`config.mk`:
```
export PLATFORM = sky130hd
export DESIGN_NAME = simon_buttons_flat
export DESIGN_NICKNAME = d
export VERILOG_FILES = /design/src/rtl/simon_pkg.sv /design/src/rtl/simon_buttons_if.sv /design/src/rtl/debounce_cell.sv /design/src/rtl/simon_buttons.sv /design/src/flat_wrapper.sv
export SDC_FILE = /design/constraint.sdc
export NUM_CORES = 1
export LEC_CHECK = 0
export CORE_MARGIN = 3
export CORE_UTILIZATION = 40
export CTS_BUF_LIST = sky130_fd_sc_hd__clkbuf_16
export CTS_CLUSTER_SIZE = 40
export DETAILED_ROUTE_END_ITERATION = 8
export GPL_TIMING_DRIVEN = 0
export PLACE_DENSITY = 0.66
export SETUP_SLACK_MARGIN = 0.15
export SYNTH_ARGS = -nofsm -noshare
export SYNTH_HDL_FRONTEND = slang
export SYNTH_HIERARCHICAL = 1
export SYNTH_SLANG_ARGS = --single-unit
```
`constraint.sdc`:
```
create_clock -name clk -period 11.54 [get_ports clk]
set_input_delay 3.462 -clock clk [delete_from_list [all_inputs] [get_ports clk]]
set_output_delay 3.462 -clock clk [all_outputs]
set_load 0.01 [all_outputs]
```
`src/rtl/simon_pkg.sv`:
```
// Shared constants and helpers for the Simon game blocks.
// Holds the button count, button index width, default debounce window and a one-hot to index
// helper used by the press detector.
package simon_pkg;

  localparam int unsigned NUM_BTN             = 4;
  localparam int unsigned IDX_W               = 2;  // clog2(NUM_BTN)
  localparam int unsigned DEBOUNCE_MS_DEFAULT = 10;

  // Index of the set bit in a one-hot vector. OR-ing the indices of all set bits gives the
  // right answer for one-hot input without a priority chain.
  function automatic logic [IDX_W-1:0] onehot_idx(input logic [NUM_BTN-1:0] vec);
    logic [IDX_W-1:0] idx;
    idx = '0;
    for (int unsigned i = 0; i < NUM_BTN; i++) begin
      if (vec[i]) idx = idx | IDX_W'(i);
    end
    return idx;
  endfunction

endpackage

```
`src/rtl/simon_buttons_if.sv`:
```
// Press-event handshake between the button front end and the game core.
//   press_valid : a press event is pending (driven by master)
//   press_idx   : index of the pressed button, meaningful while press_valid=1 (master)
//   press_ready : the core accepts the pending event this cycle (slave)
interface simon_buttons_if;
  import simon_pkg::*;

  logic             press_valid;
  logic [IDX_W-1:0] press_idx;
  logic             press_ready;

  modport master (
    output press_valid,
    output press_idx,
    input  press_ready
  );

  modport slave (
    input  press_valid,
    input  press_idx,
    output press_ready
  );

endinterface

```
`src/rtl/debounce_cell.sv`:
```
// Single-button synchroniser and debouncer.
//   clk, rst   : system clock, synchronous active-high reset
//   btn_raw    : asynchronous button pin
//   ms_tick    : one-cycle millisecond strobe from the shared prescaler
//   level      : debounced level (registered)
//   level_next : value level takes at the next edge
//   rose       : level is about to go 0 -> 1 at the next edge
// A changed input must stay stable for DEBOUNCE_MS consecutive ticks before level follows it;
// any return to the current level restarts the window.
module debounce_cell #(
  parameter int unsigned DEBOUNCE_MS = 10,
  parameter int unsigned MS_W        = 5   // 2**MS_W must exceed DEBOUNCE_MS
) (
  input  logic clk,
  input  logic rst,
  input  logic btn_raw,
  input  logic ms_tick,
  output logic level,
  output logic level_next,
  output logic rose
);

  localparam logic [MS_W-1:0] CntMax = MS_W'(DEBOUNCE_MS - 1);

  logic [1:0]      sync_q;
  logic            sync;
  logic            level_q, level_d;
  logic [MS_W-1:0] cnt_q, cnt_d;

  assign sync = sync_q[1];

  always_comb begin
    level_d = level_q;
    cnt_d   = cnt_q;
    if (sync == level_q) begin
      cnt_d = '0;
    end else if (ms_tick) begin
      if (cnt_q == CntMax) begin
        level_d = sync;
        cnt_d   = '0;
      end else begin
        cnt_d = cnt_q + 1'b1;
      end
    end
  end

  always_ff @(posedge clk) begin
    if (rst) begin
      sync_q  <= '0;
      level_q <= 1'b0;
      cnt_q   <= '0;
    end else begin
      sync_q  <= {sync_q[0], btn_raw};
      level_q <= level_d;
      cnt_q   <= cnt_d;
    end
  end

  assign level      = level_q;
  assign level_next = level_d;
  assign rose       = level_d & ~level_q;

endmodule

```
`src/rtl/simon_buttons.sv`:
```
// Player-input front end for the Simon game.
//   clk, rst        : system clock, synchronous active-high reset
//   ticks_per_milli : clk cycles per millisecond (quasi-static)
//   btn_raw         : asynchronous active-high button pins
//   btn_level       : debounced button levels
//   press           : press-event handshake (valid/idx out, ready in)
//   conflict        : one-cycle pulse, a press was rejected because several buttons were down
//   overrun         : one-cycle pulse, a press was dropped because the slot was full
// Contains the millisecond prescaler, one debounce cell per button and a one-entry event slot.
// Every output comes straight from a flop.
module simon_buttons
  import simon_pkg::*;
#(
  parameter int unsigned DEBOUNCE_MS = DEBOUNCE_MS_DEFAULT,
  parameter int unsigned MS_W        = 5
) (
  input  logic                  clk,
  input  logic                  rst,
  input  logic [5:0]            ticks_per_milli,
  input  logic [NUM_BTN-1:0]    btn_raw,
  output logic [NUM_BTN-1:0]    btn_level,
  simon_buttons_if.master       press,
  output logic                  conflict,
  output logic                  overrun
);

  // Millisecond prescaler. The >= compare also catches ticks_per_milli dropping below the
  // current count: the counter then wraps on the next edge with a tick.
  logic [5:0] ms_cnt_q, ms_cnt_d;
  logic       ms_tick;

  always_comb begin
    ms_tick  = (ticks_per_milli <= 6'd1) || (ms_cnt_q >= ticks_per_milli - 6'd1);
    ms_cnt_d = ms_tick ? 6'd0 : ms_cnt_q + 6'd1;
  end

  always_ff @(posedge clk) begin
    if (rst) ms_cnt_q <= '0;
    else     ms_cnt_q <= ms_cnt_d;
  end

  logic [NUM_BTN-1:0] level_next;
  logic [NUM_BTN-1:0] rise;

  for (genvar i = 0; i < NUM_BTN; i++) begin : g_cell
    debounce_cell #(
      .DEBOUNCE_MS (DEBOUNCE_MS),
      .MS_W        (MS_W)
    ) u_cell (
      .clk        (clk),
      .rst        (rst),
      .btn_raw    (btn_raw[i]),
      .ms_tick    (ms_tick),
      .level      (btn_level[i]),
      .level_next (level_next[i]),
      .rose       (rise[i])
    );
  end

  // A press is valid only if exactly one button rises and no other button is down after it.
  logic             rise_any, rise_onehot, valid_press;
  logic             press_valid_q, press_valid_d;
  logic [IDX_W-1:0] press_idx_q, press_idx_d;
  logic             conflict_q, conflict_d;
  logic             overrun_q, overrun_d;

  always_comb begin
    rise_any      = |rise;
    rise_onehot   = rise_any && ((rise & (rise - 1'b1)) == '0);
    valid_press   = rise_onehot && (level_next == rise);
    conflict_d    = rise_any && !valid_press;
    overrun_d     = 1'b0;
    press_valid_d = press_valid_q;
    press_idx_d   = press_idx_q;
    if (valid_press && (!press_valid_q || press.press_ready)) begin
      press_valid_d = 1'b1;
      press_idx_d   = onehot_idx(rise);
    end else if (valid_press) begin
      overrun_d = 1'b1;  // slot full and not being drained: keep the older event
    end else if (press_valid_q && press.press_ready) begin
      press_valid_d = 1'b0;
    end
  end

  always_ff @(posedge clk) begin
    if (rst) begin
      press_valid_q <= 1'b0;
      press_idx_q   <= '0;
      conflict_q    <= 1'b0;
      overrun_q     <= 1'b0;
    end else begin
      press_valid_q <= press_valid_d;
      press_idx_q   <= press_idx_d;
      conflict_q    <= conflict_d;
      overrun_q     <= overrun_d;
    end
  end

  assign press.press_valid = press_valid_q;
  assign press.press_idx   = press_idx_q;
  assign conflict          = conflict_q;
  assign overrun           = overrun_q;

endmodule

```
`src/flat_wrapper.sv`:
```
// flat-port wrapper written by rule: the top's interface ports become plain ports
module simon_buttons_flat import simon_pkg::*;
#(
  parameter int unsigned DEBOUNCE_MS = DEBOUNCE_MS_DEFAULT,
  parameter int unsigned MS_W        = 5
)
  (clk, rst, ticks_per_milli, btn_raw, btn_level, conflict, overrun, press_press_valid, press_press_idx, press_press_ready);
  simon_buttons_if press_i ();
  input  logic clk;
  input  logic rst;
  input  logic [5:0] ticks_per_milli;
  input  logic [NUM_BTN-1:0] btn_raw;
  output logic [NUM_BTN-1:0] btn_level;
  output logic conflict;
  output logic overrun;
  output wire logic [$bits(press_i.press_valid)-1:0] press_press_valid;
  output wire logic [$bits(press_i.press_idx)-1:0] press_press_idx;
  input wire logic [$bits(press_i.press_ready)-1:0] press_press_ready;
  assign press_press_valid = press_i.press_valid;
  assign press_press_idx = press_i.press_idx;
  assign press_i.press_ready = press_press_ready;
  simon_buttons #(.DEBOUNCE_MS(DEBOUNCE_MS), .MS_W(MS_W)) u_core (.clk(clk), .rst(rst), .ticks_per_milli(ticks_per_milli), .btn_raw(btn_raw), .btn_level(btn_level), .press(press_i), .conflict(conflict), .overrun(overrun));
endmodule
```
## Word level (Yosys, flattened, before mapping)

Cells that the tools add are included.

- Reduce and logical (&&, ||, !) cells: 19
- Bitwise gates (word level): 9
- Mux-type cells: 23
- Add/subtract/negate cells: 7
- Equal/unequal tests: 10
- $lt $le $gt $ge: 2

Operators with widths:

| kind | count |
|---|---|
| $add 5x1->5 const B | 4 |
| $eq 5x4->1 const B | 4 |
| $mux 5 | 4 |
| $mux 1 | 17 |
| $reduce_or 2->1 | 6 |
| $add 6x1->6 const B | 1 |
| $ge 6x6->1 | 1 |
| $le 6x1->1 const B | 1 |
| $sub 6x1->6 const B | 1 |
| $logic_and 1x1->1 | 5 |
| $and 1x1->1 | 4 |
| $and 4x4->4 | 1 |
| $eq 1x1->1 | 4 |
| $eq 4x4->1 | 1 |
| $logic_not 4->1 | 1 |
| $mux 2 | 2 |
| $not 1->1 | 4 |
| $reduce_or 4->1 | 1 |
| $sub 4x1->4 const B | 1 |
| $logic_not 1->1 | 2 |
| $logic_or 1x1->1 | 2 |
| $ne 2x2->1 const B | 1 |
| $reduce_and 2->1 | 1 |
| $reduce_bool 2->1 | 1 |

- Input port bits: 13
- Bits in registers: 43
- Word-level logic and storage cells: 87
- Output and inout bits: 9

## Logic depth before layout (Yosys ltp)

- Word-level depth: 14
- Mapped depth: 16
- Depth with buffers taken out: 15

## Modules after synthesis

The synthesis kept the hierarchy.

By module, submodules not included:

| module | area an instance (µm²) | instances | seq. area each (µm²) | cells each |
|---|---|---|---|---|
| debounce_cell | 387.9 | 4 | 160.2 | 38 |
| simon_buttons | 788.3 | 1 | 220.2 | 86 |

## Worst setup path after synthesis

OpenSTA, ideal clock, no wires.

- Path kind: input-to-reg
- Start point: in ticks_per_milli[2]
- End point: reg u_core.press_idx_q[1] (netlist: u_core/press.press_idx[1])
- Slack: 4487 ps
- Data required time: 11419 ps
- Arrival time: 6932 ps
- Cell stages on the path: 15
- Path through: or3_1 -> nor3_1 -> xnor2_1 -> ha_1 -> and2_1 -> clkbuf_1 -> a21o_1 -> buf_6 -> nand3b_4 -> or2_4 -> nor3b_1 -> xor2_1 -> a2111oi_4 -> o211ai_2 -> mux2_4

- Cells in the longest elaborated chain, start to end: 12
- Elaborated cells on any way between the ends: 26
- Classes of those cells: add/sub: 2; order compare: 2; eq/ne: 1; mux: 10; bitwise: 5; reduce/logical: 6

RTL lines:

| what | RTL line | text |
|---|---|---|
| start: declaration | flat_wrapper.sv:11 | `input logic [5:0] ticks_per_milli;` |
| $sub 6x1->6 | simon_buttons.sv:33 | `ms_tick = (ticks_per_milli <= 6'd1) \|\| (ms_cnt_q >= ticks_per_milli - 6'd1);` |
| $ge 6x6->1 | simon_buttons.sv:33 |  |
| $logic_or 1x1->1 * | simon_buttons.sv:33 |  |
| via u_core.ms_tick | simon_buttons.sv:30 | `logic ms_tick;` |
| $mux 1 * | debounce_cell.sv:37 | `end else if (ms_tick) begin` |
| $mux 1 * | debounce_cell.sv:35 | `if (sync == level_q) begin` |
| $and 1x1->1 * | debounce_cell.sv:61 | `assign rose = level_d & ~level_q;` |
| via u_core.rise[3] | simon_buttons.sv:43 | `logic [NUM_BTN-1:0] rise;` |
| $sub 4x1->4 | simon_buttons.sv:69 | `rise_onehot = rise_any && ((rise & (rise - 1'b1)) == '0);` |
| $and 4x4->4 | simon_buttons.sv:69 |  |
| $logic_not 4->1 | simon_buttons.sv:69 |  |
| $logic_and 1x1->1 | simon_buttons.sv:69 |  |
| $logic_and 1x1->1 | simon_buttons.sv:70 | `valid_press = rise_onehot && (level_next == rise);` |
| $logic_and 1x1->1 | simon_buttons.sv:75 | `if (valid_press && (!press_valid_q \|\| press.press_ready)) begin` |
| end signal: assignment | simon_buttons.sv:93 | `press_idx_q <= press_idx_d;` |
| end: declaration | simon_buttons.sv:63 | `logic [IDX_W-1:0] press_idx_q, press_idx_d;` |

Mark *: on every way through the listed nets, which the timed path passes. The rest lies on a longest branch.
A chain may end at the register's enable or synchronous reset.

## Worst setup path after layout

Ends and elaborated chain as after synthesis.

==> flow_summary.json <==
{
  "finalSetupViolCount": 0,
  "startpoint_type": "primary input",
  "synth-seq-cells": 43,
  "cp_max_fo": 7,
  "antenna_cells": 0,
  "worst_slew_pin_slew_ns": 0.762,
  "grt_usage_pct": 12.5,
  "area_delta_synth_final_pct": 19.8,
  "clkLatencyLatePin_ns": 0.28,
  "power_density_nw_per_um2": 119,
  "port_buffers": 21,
  "period_minus_slack_ns": 7.66,
  "min_path_type": "register to register",
  "io_pins": 22,
  "clock-root-buffer": "clkbuf_16",
  "slew_headroom_pct": 49.1,
  "ys_types": 40,
  "cp_slowest_cell": "nor3b_1",
  "wl_mm": 3.72,
  "reg2reg_slack_ns": 7.58,
  "drive_gt1_share_pct": 11.2,
  "hold_buffers": 0,
  "clk_pin_slew_worst_paths_ns": 0.06,
  "synth_adder_area_share_pct": 9.09,
  "rows": 27,
  "ant_nets": 0,
  "post-route-period-util_pct": 66.4,
  "h-tree-depth": 2,
  "setup_ws_ns": 3.88,
  "yosysWarningCount": 6,
  "cts_tree": "built",
  "grt_overflow": 0,
  "place_congestion": 0.753,
  "cap_violations": 0,
  "postSynth.asyncResetShare_pct": 0,
  "syn-cell-area_um2": 2340,
  "grt_pass1_wl_mm": 6.62,
  "via_count": 1660,
  "drc_errors": 0,
  "grt_pass1_vias": 1566,
  "core_um2": 5570,
  "hold_violations": 0,
  "startpoint": "ticks_per_milli[2]",
  "die_w_um": 82.5,
  "synth-simple-area-share_pct": 23.4,
  "reg2reg_from": "u_core/ms_cnt_q[0]",
  "cts_resized": 0,
  "synth_top_family_by_area": "simple AND/OR/NAND/NOR gates",
  "syn_nets": 268,
  "crit_path_end_kind": "register",
  "min-delay-start": "u_core/g_cell[3].u_cell/sync_q[0]",
  "cts-buffers-inserted": 5,
  "grt_max_degree": 21,
  "required_ns": 11.71,
  "synth_seq_area_share_pct": 36.8,
  "layout_commonest_cell": "dfxtp_1",
  "viasPerCell": 4.90,
  "ctsLongestPathBuffers": 2,
  "die-area_um2": 6800,
  "maxSlewViolCount": 0,
  "start_util_pct": 42.0,
  "drt_iter0_drc": 51,
  "antenna_found_initial": 0,
  "finalClockSkew_ns": 0.00420,
  "critPathKind": "primary input to register",
  "nets": 296,
  "arrival_ns": 7.83,
  "p_leak_nw": 1.25,
  "path_cells": "clkdlybuf4s50_1 > or3_1 > nor3_1 > xnor2_1 > ha_1 > and2_1 > clkbuf_1 > a21o_1 > buf_6 > nand3b_4 > or2_4 > nor3b_1 > xor2_1 > a2111oi_4 > o211ai_2 > mux2_4",
  "synthXorXnorAreaFrac_pct": 10.9,
  "synth_edf_count": 0,
  "final.setup.tns_ns": 0,
  "hpwlAfterDp_mm": 2.83,
  "grt_setup_unrepaired": "false",
  "syn_inst": 238,
  "synth_compound_gate_area_share_pct": 9.63,
  "die_h_um": 82.5,
  "mostFrequentLayoutCells": "43 x dfxtp_1, 23 x nor2_1, 21 x clkdlybuf4s50_1",
  "place_ws_ns": 3.56,
  "status": "complete, no violations",
  "synth_area_per_cell_um2": 9.83,
  "final_core_util_pct": 50.3,
  "routedWlPerCell_um": 11.0,
  "muxShareOfSynthArea_pct": 5.83,
  "detail_route.first_pass.iterations": 4,
  "cts_num_sinks": 43,
  "synthFlopType": "dfxtp_1",
  "peakVddDrop_mv": 0.0590,
  "cpPeakStageDelay_ns": 0.65,
  "fmax_mhz": 131,
  "post_cts_buffers": 0
}
==> metal layers <==
layer	routed length, µm	up-vias	GRT usage (%)	share of wire [%]
li1	-	875	-	-
met1	1800	765	15.5	48
met2	1750	18	20.9	47
met3	143	2	3.58	3.8
met4	23	0	3.99	0.62
met5	0	-	0	0
==> cells by family after synthesis <==
| kind of cell | count (synthesis) |
|---|---|
| simple gates | 91 |
| flops | 43 |
| xor+xnor | 29 |
| compound gates | 28 |
| buf+inv | 19 |
| fa+ha+maj | 17 |
| mux | 11 |
==> layout make-up <==
type | count | area [µm²]
tap | 72 | 90.1
clock inverter | 3 | 38.8
sequential | 43 | 861
multi-input combinational | 176 | 1380
timing repair buffer | 21 | 210
inverter | 13 | 48.8
fill | 524 | 2770
buffer | 6 | 53.8
clock buffer | 5 | 125
==> Yosys cell counts, types with 2 or more instances <==
| library cell | number | area share (%) |
|---|---|---|
| mux2i_1 | 5 | 2.1 |
| and3_1 | 4 | 1.1 |
| nor2_1 | 23 | 3.7 |
| a21oi_1 | 5 | 1.1 |
| nand3b_4 | 4 | 3.4 |
| a211oi_1 | 10 | 3.2 |
| inv_1 | 13 | 2.1 |
| nand2_1 | 15 | 2.4 |
| nand2b_1 | 7 | 1.9 |
| or2_4 | 4 | 1.5 |
| xor2_1 | 16 | 6.0 |
| nor3b_1 | 4 | 1.3 |
| o211ai_1 | 4 | 1.3 |
| nand3_1 | 2 | 0.43 |
| nor2b_1 | 10 | 2.7 |
| nor3_1 | 3 | 0.64 |
| xnor2_1 | 13 | 4.9 |
| and2_1 | 2 | 0.53 |
| dfxtp_1 | 43 | 37 |
| ha_1 | 17 | 9.1 |
| mux2_4 | 5 | 3.2 |
| buf_6 | 4 | 1.9 |
| nand4_1 | 8 | 2.1 |
==> worst max-delay path: cells and delay by family <==
family / cells / cell delay (ns)
AND/OR/NAND/NOR: 6 / 1.68
buffers and inverters: 3 / 0.89
AO/OA/AOI/OAI: 3 / 0.86
multiplexers: 1 / 0.32
XOR/XNOR: 2 / 0.31
adder cells (fa/ha/maj): 1 / 0.28
==> stage by stage <==
stage | hold slack [ns] | instances | instance area [µm²] | power (mW)
4_1_cts | 0.443 | 339 | 2800 | 0.341
6_report | 0.435 | 339 | 2800 | 0.335
3_5_place_dp | 0.429 | 331 | 2640 | 0.183
3_3_place_gp | 0.432 | 331 | 2640 | 0.183
5_1_grt | 0.455 | 339 | 2800 | 0.350
2_1_floorplan | 0.414 | 238 | 2340 | 0.174
==> path summary, 6_finish.rpt <==
path	endpoint	cells past startpoint
worst max-delay path	u_core/press.press_idx[1]	16
worst min-delay path	u_core/g_cell[3].u_cell/sync_q[1]	1
worst max register to register	u_core/press.press_idx[1]	14
worst min register to register	u_core/g_cell[3].u_cell/sync_q[1]	1
==> where the power goes <==
group / switching, mW / leakage, nW / total [mW] / internal, mW
clock network: 0.0544 / 0.0812 / 0.155 / 0.101
logic: 0.0131 / 0.820 / 0.0261 / 0.0130
registers: 0.00222 / 0.349 / 0.153 / 0.151
==> flip-flops by register name, indices dropped and copies added (netlist names) <==
| name | count |
|---|---|
| u_core/conflict | 1 |
| u_core/g_cell.u_cell/cnt_q | 20 |
| u_core/g_cell.u_cell/level | 4 |
| u_core/g_cell.u_cell/sync_q | 8 |
| u_core/ms_cnt_q | 6 |
| u_core/overrun | 1 |
| u_core/press.press_idx | 2 |
| u_core/press.press_valid | 1 |
(Power assumes the default switching activity.)
